<file path="config.mk">
export PLATFORM = sky130hd
export DESIGN_NAME = muldiv_seq_unit
export DESIGN_NICKNAME = d
export VERILOG_FILES = /design/src/rtl/muldiv_pkg.sv /design/src/rtl/muldiv_step.sv /design/src/rtl/muldiv_seq_unit.sv
export SDC_FILE = /design/constraint.sdc
export NUM_CORES = 1
export LEC_CHECK = 0
export ABC_AREA = 1
export ABC_CLOCK_PERIOD_IN_PS = 5600
export CORE_ASPECT_RATIO = 1.25
export CORE_MARGIN = 1
export CORE_UTILIZATION = 45
export DETAILED_ROUTE_END_ITERATION = 10
export PLACE_DENSITY_LB_ADDON = 0.12
export SYNTH_ARGS = -nofsm -noshare
export SYNTH_HDL_FRONTEND = slang
export SYNTH_SLANG_ARGS = --single-unit
</file>
<file path="constraint.sdc">
create_clock -name clk -period 5.6 [get_ports clk]
set_clock_uncertainty 0.05 [all_clocks]
set_input_delay 1.12 -clock clk [delete_from_list [all_inputs] [get_ports clk]]
set_output_delay 1.12 -clock clk [all_outputs]
set_load 0.02 [all_outputs]
</file>
<file path="src/rtl/muldiv_pkg.sv">
// Shared encodings and constants for the iterative multiply/divide unit.
// Optional build macro MULDIV_FAST_ZERO_EN is consumed by muldiv_seq_unit.
package muldiv_pkg;

  localparam int MD_XLEN = 32;

  localparam logic [2:0] MD_MUL    = 3'b000;
  localparam logic [2:0] MD_MULH   = 3'b001;
  localparam logic [2:0] MD_MULHSU = 3'b010;
  localparam logic [2:0] MD_MULHU  = 3'b011;
  localparam logic [2:0] MD_DIV    = 3'b100;
  localparam logic [2:0] MD_DIVU   = 3'b101;
  localparam logic [2:0] MD_REM    = 3'b110;
  localparam logic [2:0] MD_REMU   = 3'b111;

  typedef enum logic [1:0] {IDLE, CALC, FIX, DONE} md_state_t;

  localparam logic [MD_XLEN-1:0] INT_MIN  = {1'b1, {(MD_XLEN-1){1'b0}}};
  localparam logic [MD_XLEN-1:0] ALL_ONES = {MD_XLEN{1'b1}};

endpackage

</file>
<file path="src/rtl/muldiv_step.sv">
// One radix-2 iteration: shift-add multiply or restoring divide step
// on a 2*XLEN accumulator ({hi, lo} = {partial, multiplier} or {rem, quot}).
module muldiv_step
  import muldiv_pkg::*;
#(
  parameter int XLEN = MD_XLEN
) (
  input  logic              is_div,
  input  logic [2*XLEN-1:0] acc_in,
  input  logic [XLEN-1:0]   operand,
  output logic [2*XLEN-1:0] acc_out
);

  logic [XLEN:0] sum;
  logic [XLEN:0] trial;

  // The divide trial uses XLEN+1 bits of the shifted remainder so the bit shifted out is not lost.
  always_comb begin
    sum   = {1'b0, acc_in[2*XLEN-1:XLEN]} + (acc_in[0] ? {1'b0, operand} : '0);
    trial = acc_in[2*XLEN-1:XLEN-1] - {1'b0, operand};
    if (is_div) begin
      acc_out = trial[XLEN] ? {acc_in[2*XLEN-2:0], 1'b0}
                            : {trial[XLEN-1:0], acc_in[XLEN-2:0], 1'b1};
    end else begin
      acc_out = {sum, acc_in[XLEN-1:1]};
    end
  end

endmodule

</file>
<file path="src/rtl/muldiv_seq_unit.sv">
// Sequential RISC-V M-extension unit: XLEN-cycle multiply/divide with valid/ready handshake.
// Build option: define MULDIV_FAST_ZERO_EN to short-circuit zero-operand operations.
module muldiv_seq_unit
  import muldiv_pkg::*;
#(
  parameter int XLEN  = MD_XLEN,
  parameter int CNT_W = $clog2(XLEN) + 1
) (
  input  logic            clk,
  input  logic            rst,
  input  logic            req_valid,
  output logic            req_ready,
  input  logic [2:0]      req_op,
  input  logic [XLEN-1:0] req_a,
  input  logic [XLEN-1:0] req_b,
  input  logic            flush,
  output logic            resp_valid,
  input  logic            resp_ready,
  output logic [XLEN-1:0] resp_result,
  output logic            busy
);

  md_state_t         state;
  logic [CNT_W-1:0]  cnt;
  logic [2:0]        op_q;
  logic [2*XLEN-1:0] acc;
  logic [2*XLEN-1:0] acc_step;
  logic [XLEN-1:0]   opnd_q;
  logic              neg_q;
  logic              neg_r;
  logic              is_div_q;

  logic            req_div, req_rem, a_signed, b_signed, a_neg, b_neg;
  logic            div_zero, div_ovf, fast_zero;
  logic [XLEN-1:0] abs_a, abs_b, special_res;

  // Request decode: signedness, magnitudes and the cases that skip the iteration loop.
  always_comb begin
    req_div  = req_op inside {MD_DIV, MD_DIVU, MD_REM, MD_REMU};
    req_rem  = req_op inside {MD_REM, MD_REMU};
    a_signed = req_op inside {MD_MUL, MD_MULH, MD_MULHSU, MD_DIV, MD_REM};
    b_signed = req_op inside {MD_MUL, MD_MULH, MD_DIV, MD_REM};
    a_neg    = a_signed && req_a[XLEN-1];
    b_neg    = b_signed && req_b[XLEN-1];
    abs_a    = a_neg ? -req_a : req_a;
    abs_b    = b_neg ? -req_b : req_b;
    div_zero = req_div && (req_b == '0);
    div_ovf  = req_div && b_signed && (req_a == INT_MIN) && (req_b == ALL_ONES);
`ifdef MULDIV_FAST_ZERO_EN
    fast_zero = req_div ? ((req_a == '0) && (req_b != '0))
                        : ((req_a == '0) || (req_b == '0));
`else
    fast_zero = 1'b0;
`endif
    special_res = '0;
    if (div_zero)     special_res = req_rem ? req_a : ALL_ONES;
    else if (div_ovf) special_res = req_rem ? '0 : INT_MIN;
  end

  assign is_div_q = op_q inside {MD_DIV, MD_DIVU, MD_REM, MD_REMU};

  muldiv_step #(.XLEN(XLEN)) u_step (
    .is_div  (is_div_q),
    .acc_in  (acc),
    .operand (opnd_q),
    .acc_out (acc_step)
  );

  logic [2*XLEN-1:0] prod;
  logic [XLEN-1:0]   quot, rem, fix_res;

  always_comb begin
    prod = neg_q ? -acc : acc;
    quot = neg_q ? -acc[XLEN-1:0] : acc[XLEN-1:0];
    rem  = neg_r ? -acc[2*XLEN-1:XLEN] : acc[2*XLEN-1:XLEN];
    case (op_q)
      MD_MUL:                       fix_res = prod[XLEN-1:0];
      MD_MULH, MD_MULHSU, MD_MULHU: fix_res = prod[2*XLEN-1:XLEN];
      MD_DIV, MD_DIVU:              fix_res = quot;
      default:                      fix_res = rem;
    endcase
  end

  // Control FSM; flush beats every other transition and drops any pending result.
  always_ff @(posedge clk or posedge rst) begin
    if (rst) begin
      state       <= IDLE;
      cnt         <= '0;
      op_q        <= '0;
      acc         <= '0;
      opnd_q      <= '0;
      neg_q       <= 1'b0;
      neg_r       <= 1'b0;
      req_ready   <= 1'b1;
      resp_valid  <= 1'b0;
      resp_result <= '0;
      busy        <= 1'b0;
    end else begin
      case (state)
        IDLE: begin
          if (!flush && req_valid) begin
            op_q      <= req_op;
            neg_q     <= a_neg ^ b_neg;
            neg_r     <= a_neg;
            req_ready <= 1'b0;
            busy      <= 1'b1;
            if (div_zero || div_ovf || fast_zero) begin
              state       <= DONE;
              resp_valid  <= 1'b1;
              resp_result <= special_res;
            end else begin
              state  <= CALC;
              cnt    <= '0;
              acc    <= {{XLEN{1'b0}}, (req_div ? abs_a : abs_b)};
              opnd_q <= req_div ? abs_b : abs_a;
            end
          end
        end
        CALC: begin
          if (flush) begin
            state     <= IDLE;
            req_ready <= 1'b1;
            busy      <= 1'b0;
          end else begin
            acc <= acc_step;
            cnt <= cnt + CNT_W'(1);
            if (cnt == CNT_W'(XLEN - 1)) state <= FIX;
          end
        end
        FIX: begin
          if (flush) begin
            state     <= IDLE;
            req_ready <= 1'b1;
            busy      <= 1'b0;
          end else begin
            resp_result <= fix_res;
            resp_valid  <= 1'b1;
            state       <= DONE;
          end
        end
        DONE: begin
          if (flush || resp_ready) begin
            state      <= IDLE;
            resp_valid <= 1'b0;
            req_ready  <= 1'b1;
            busy       <= 1'b0;
          end
        end
      endcase
    end
  end

endmodule

</file>
Word level (Yosys, flattened, before mapping):

Index checks and enable logic that the tools add are counted.
W data, S select, Z words.

* equality and inequality tests: 27
* muxes and demuxes: 46
* add/subtract/negate cells: 8
* reduce and logical (&&, ||, !) cells: 32
* bitwise gates (word level): 2

Operators with widths (number)
* $mux W32: 14
* $mux W64: 6
* $neg A32 Y32: 4
* $pmux W64 S2: 1
* $pmux W32 S3: 1
* $eq A32 B32 Y1 const B: 2
* $neg A64 Y64: 1
* $pmux W32 S2: 1
* $add A32 B33 Y33: 1
* $sub A33 B32 Y33: 1
* $logic_not A32 Y1: 1
* $eq A3 B3 Y1 const B: 8
* $mux W6: 3
* $mux W2: 6
* $ne A2 B2 Y1 const B: 6
* $pmux W6 S2: 1
* $reduce_bool A4 Y1: 3
* $eq A3 B2 Y1 const B: 3
* $mux W1: 9
* $pmux W1 S3: 3
* $reduce_and A3 Y1: 3
* $pmux W2 S4: 1
* $reduce_and A4 Y1: 2
* $logic_and A1 B1 Y1: 7
* other kinds (20): 27

* word-level logic and storage cells: 126
* flip-flop bits (word level): 144
* output and inout bits: 35
* bits of input ports: 72

Longest topological paths before layout:

* depth in word-level cells: 10
* gate-level depth with buffers: 22
* mapped depth without buffers: 20

By module:

Synthesis repeated with hierarchy kept, for this count alone.

* cell total of the unflattened synthesis: 3517
* area total of the unflattened synthesis: 19283.5 sq um

Modules (own cells, without submodules)
* muldiv_seq_unit: area an instance 12927.4 sq um, seq. area each 3604.7 sq um, cells an instance 2209, times used 1
* muldiv_step: area an instance 6356.1 sq um, seq. area each 0.0 sq um, cells an instance 1308, times used 1

Worst setup path after synthesis:

Ideal clock, no wire load.

* kind: flip-flop to flip-flop
* from: register acc[0]
* to: register acc[59]
* setup time: 0.117 ns
* buffers on the path: 2
* data required time: 5.433 ns
* slack: 2.771 ns
* stages on the path, launching flop included: 22
* period minus slack after synthesis: 2.829 ns
* arrival time: 2.662 ns
* path through: dfrtp_1 > clkbuf_1 > clkbuf_1 > nand2_1 > inv_1 > ha_1 > inv_1 > fa_1 > inv_1 > nand2_1 > o21ai_0 > nand2_1 > nand2_1 > nand2_1 > nand2_1 > nand2_1 > nand2_1 > nor2_1 > nor2_1 > nor2_1 > nand2_1 > nand2_1

* longest elaborated chain between the ends: 5

RTL lines
* from (decl): RTL line muldiv_seq_unit.sv:26 `logic [2*XLEN-1:0] acc;`
* from (signal assigned): RTL line muldiv_seq_unit.sv:114 `acc <= {{XLEN{1'b0}}, (req_div ? abs_a : abs_b)};`
* from (signal assigned): RTL line muldiv_seq_unit.sv:125 `acc <= acc_step;`
* $mux W32: RTL line muldiv_step.sv:19 `sum = {1'b0, acc_in[2*XLEN-1:XLEN]} + (acc_in[0] ? {1'b0, operand} : '0);`
* $add A32 B33 Y33: RTL line muldiv_step.sv:19
* $mux W64: RTL line muldiv_step.sv:21 `if (is_div) begin`
* $mux W64: RTL line muldiv_seq_unit.sv:120 `if (flush) begin`
* $pmux W64 S2: RTL line muldiv_seq_unit.sv:99 `case (state)`

Every way passes these cells. The select of a mux whose other input is x is not followed.
A chain may end at the register's enable or synchronous reset.

Worst setup path in the final report:

* from: input port req_a[0]
* to: register opnd_q[29]

* longest elaborated chain between the ends: 6
* elaborated cells on any way between the ends: 9
* classes of those cells: 1 x add/sub; 1 x eq/ne; 2 x mux; 1 x bitwise; 4 x reduce/logical

RTL lines
* from (decl): RTL line muldiv_seq_unit.sv:14 `input logic [XLEN-1:0] req_a,`
* parallel branches: the longest is 6 deep, another holds $neg A32 Y32
* to (signal assigned): RTL line muldiv_seq_unit.sv:115 `opnd_q <= req_div ? abs_b : abs_a;`
* to (decl): RTL line muldiv_seq_unit.sv:28 `logic [XLEN-1:0] opnd_q;`

Several ways; the timed one is not identified.

==> flow_summary.toml <==
[routing]
routed_wl_mm = 90.0
drt-vias-per-instance = 5.88
drc = 0
drtIter0Drc = 2530
ant_nets = 0
firstDrtPassIters = 9
num_vias = 22986
wl_per_cell_um = 23.0

[clocking]
clock_latency_ns = 0.47
htreeDepth = 4
cts_root_buffer = "clkbuf_16"
cts.sinks = 144
cts-resized-gates = 0
cts.hold.buffers_added = 0
max-clock-path-buffers = 2
cts_tree = "done"
cts.clk_slew.worst_paths_ns = 0.07
cts_setup_buffers = 0
cts_buffers = 17

[die]
io_pins = 107
die_y_um = 228
rows = 82
initial_core_util_pct = 45.8
core_mm2 = 0.0402
die_area_mm2 = 0.0417
die_x_um = 183

[synthesis]
synth-async-reset-ratio_pct = 100
ys_seq_elements = 144
synth_commonest_cells = "1053 x nand2_1, 418 x inv_1, 387 x nor2_1"
ys_warn_count = 0
syn_area_mm2 = 0.0184
netlist-cell-type-count = 55
synth_fp_nets = 3461
synth_area_per_cell_um2 = 5.56
ys.flop_type = "dfrtp_1"
synthMostInstantiatedCell = "nand2_1"
syn_inst = 3312
synth-seq-area-share_pct = 19.6
synth_edf_count = 0
synth_top_area_cell = "nand2_1"
yosysTopAreaCellShare_pct = 21.5
synth_area_leaders = "nand2_1 21%, dfrtp_1 19%, nand3_1 9.9%"

[power]
p_leak_nw = 10.4
p_int_mw = 4.96
switching_share_pct = 61.6
seqPwrFrac_pct = 17.1
ir_drop_mv = 0.334
pwr-share-clk_pct = 9.7
p_switching_mw = 7.98
power_frac_comb_pct = 73.2
pwr_density_cell_mw_per_mm2 = 634

[worst_setup_path]
critPathMaxFanout = 49
worst_ep_arrival_time_ns = 4.38
rrSetupSlack_ns = 1.85
reg2reg_to = "acc[41]"
r2r_cells = 19
worstSetupPathType = "input pin to flop"
endpoint_kind = "flop"
r2r_start = "acc[31]"
startpoint_type = "input pin"
crit_required_ns = 5.86

[min_path]
hold_path_startpoint = "req_ready"
hold_class = "flop to flop"
hold_depth = 2
hold_end = "req_ready"

[timing]
maxSlewHeadroom_pct = 37.8
rsz0062_at_grt = "false"
post-route-period-util_pct = 73.7
whs_ns = 0.427
hold_viol = 0
fin_setup_tns_ns = 0
layout_min_cycle_time_ns = 4.13
finalSetupViolCount = 0
fmax_mhz = 242
slew_violations = 0
worst_pin_slew_ns = 0.933

[global_route]
gr-total-overflow = 0
grt_pass1_wl_mm = 134
grt_max_degree = 94
antenna_found_initial = 2
grt_pass1_vias = 21967
grt_usage_pct = 43.2

[cells_and_area]
drive_above_1_share_pct = 4.46
fillers = 4362
fin_nets = 3496
area_delta_synth_final_pct = 10.8
diodes = 0

[outcome]
outcome = "complete, no violations"

[place]
io_buffers = 106
gp_congestion = 1.10
hpwl_mm = 73.1

[job]
cap_violations = 0
state kept, by name, indices dropped and copies added, names as in the netlist:
register and count:
neg_q 1, neg_r 1, opnd_q 32, resp_result 32
req_ready 1, busy 1, op_q 3, acc 64
resp_valid 1, cnt 6, state 2
worst max-delay path, stage by stage:
cell and delay (ns):
clkdlybuf4s50_1 0.45, inv_1 0.35, ha_1 0.31, nand2_1 0.10, nor3_1 0.29, nand3_1 0.18
nor2_1 0.13, nand2_1 0.09, nand3_2 0.32, inv_2 0.44, o211ai_1 0.41, o21ai_0 0.16
power groups by stage:
stage	clock network (mW)	logic [mW]	registers, mW
2_1_floorplan	0	6.22	1.97
3_3_place_gp	0	9.04	2.18
3_5_place_dp	0	9.14	2.19
4_1_cts	1.25	9.19	2.17
5_1_grt	1.29	10.3	2.23
6_report	1.26	9.47	2.21
cell families (layout without fill, tap and decap cells):
group           count (synthesis)  count (layout)  share of synthesized area (%)
fa+ha+maj                      77              77                           5.32
flops                         144             144                           19.6
xor+xnor                       69              69                           3.28
compound gates                507             507                           15.0
simple gates                 1961            1961                           44.8
buf+inv                       554             602                           12.0
area by class of cell:
type | count | area [um2] | share of cell area, %
inverters | 439 | 1660 | 8.13
clock buffers | 18 | 439 | 2.15
well taps | 546 | 683 | 3.35
repair buffers | 131 | 1240 | 6.10
flip-flops and latches | 144 | 3610 | 17.7
clock inverters | 14 | 185 | 0.908
multi-input cells | 2614 | 12600 | 61.7
worst max path at each step:
| stage | depth (start not counted) | end | from |
|---|---|---|---|
| 2_1_floorplan | 1 | acc[0] | rst |
| 5_1_grt | 12 | opnd_q[29] | req_a[0] |
| 4_1_cts | 12 | opnd_q[29] | req_a[0] |
| 6_report | 12 | opnd_q[29] | req_a[0] |
| 3_5_place_dp | 12 | opnd_q[29] | req_a[0] |
| 3_3_place_gp | 12 | opnd_q[29] | req_a[0] |
cell usage in the layout (no fill, tap or decap), types with 5 or more instances in the layout:
master           instances
inv_6                    5
ha_1                    75
nor2_2                  20
o31ai_1                  8
dfrtp_1                141
a31oi_1                 10
xnor2_1                 22
nand3_1                363
nand3_2                  6
nand2_1               1053
clkdlybuf4s50_1        105
a21o_1                   6
o22ai_2                 10
and2_1                   5
nor2_1                 387
inv_2                   17
nand3b_1                13
o21ai_1                 22
o211ai_1                13
a21oi_1                212
clkbuf_16               17
o21ai_0                205
nand4_1                 48
o21bai_1                 5
nand2_2                 16
buf_4                   25
or2_2                   10
inv_1                  417
xor2_1                  47
inv_8                    5
nor3_1                  27
metal layers:
| layer | share of wire [%] | vias up | global-route usage, % |
|---|---|---|---|
| met5 | 0 | - | 0 |
| met4 | 11 | 0 | 39.0 |
| met3 | 8.2 | 384 | 6.56 |
| met2 | 46 | 1341 | 72.1 |
| met1 | 35 | 10546 | 47.1 |
| li1 | - | 10715 | - |
per-stage QoR:
| step | power, mW | utilization, % | std cells | area (um2) | setup WS [ns] |
|---|---|---|---|---|---|
| floorplan | 8.19 | - | 3312 | 18400 | 0.565 |
| global placement | 11.2 | 49.2 | 3874 | 19800 | 1.15 |
| detailed placement | 11.3 | 49.2 | 3874 | 19800 | 1.16 |
| CTS | 12.6 | 50.7 | 3906 | 20400 | 1.62 |
| global route | 13.8 | 50.7 | 3906 | 20400 | 1.33 |
| finish | 12.9 | 50.7 | 3906 | 20400 | 1.47 |
Power figures use the tool's default switching activity.
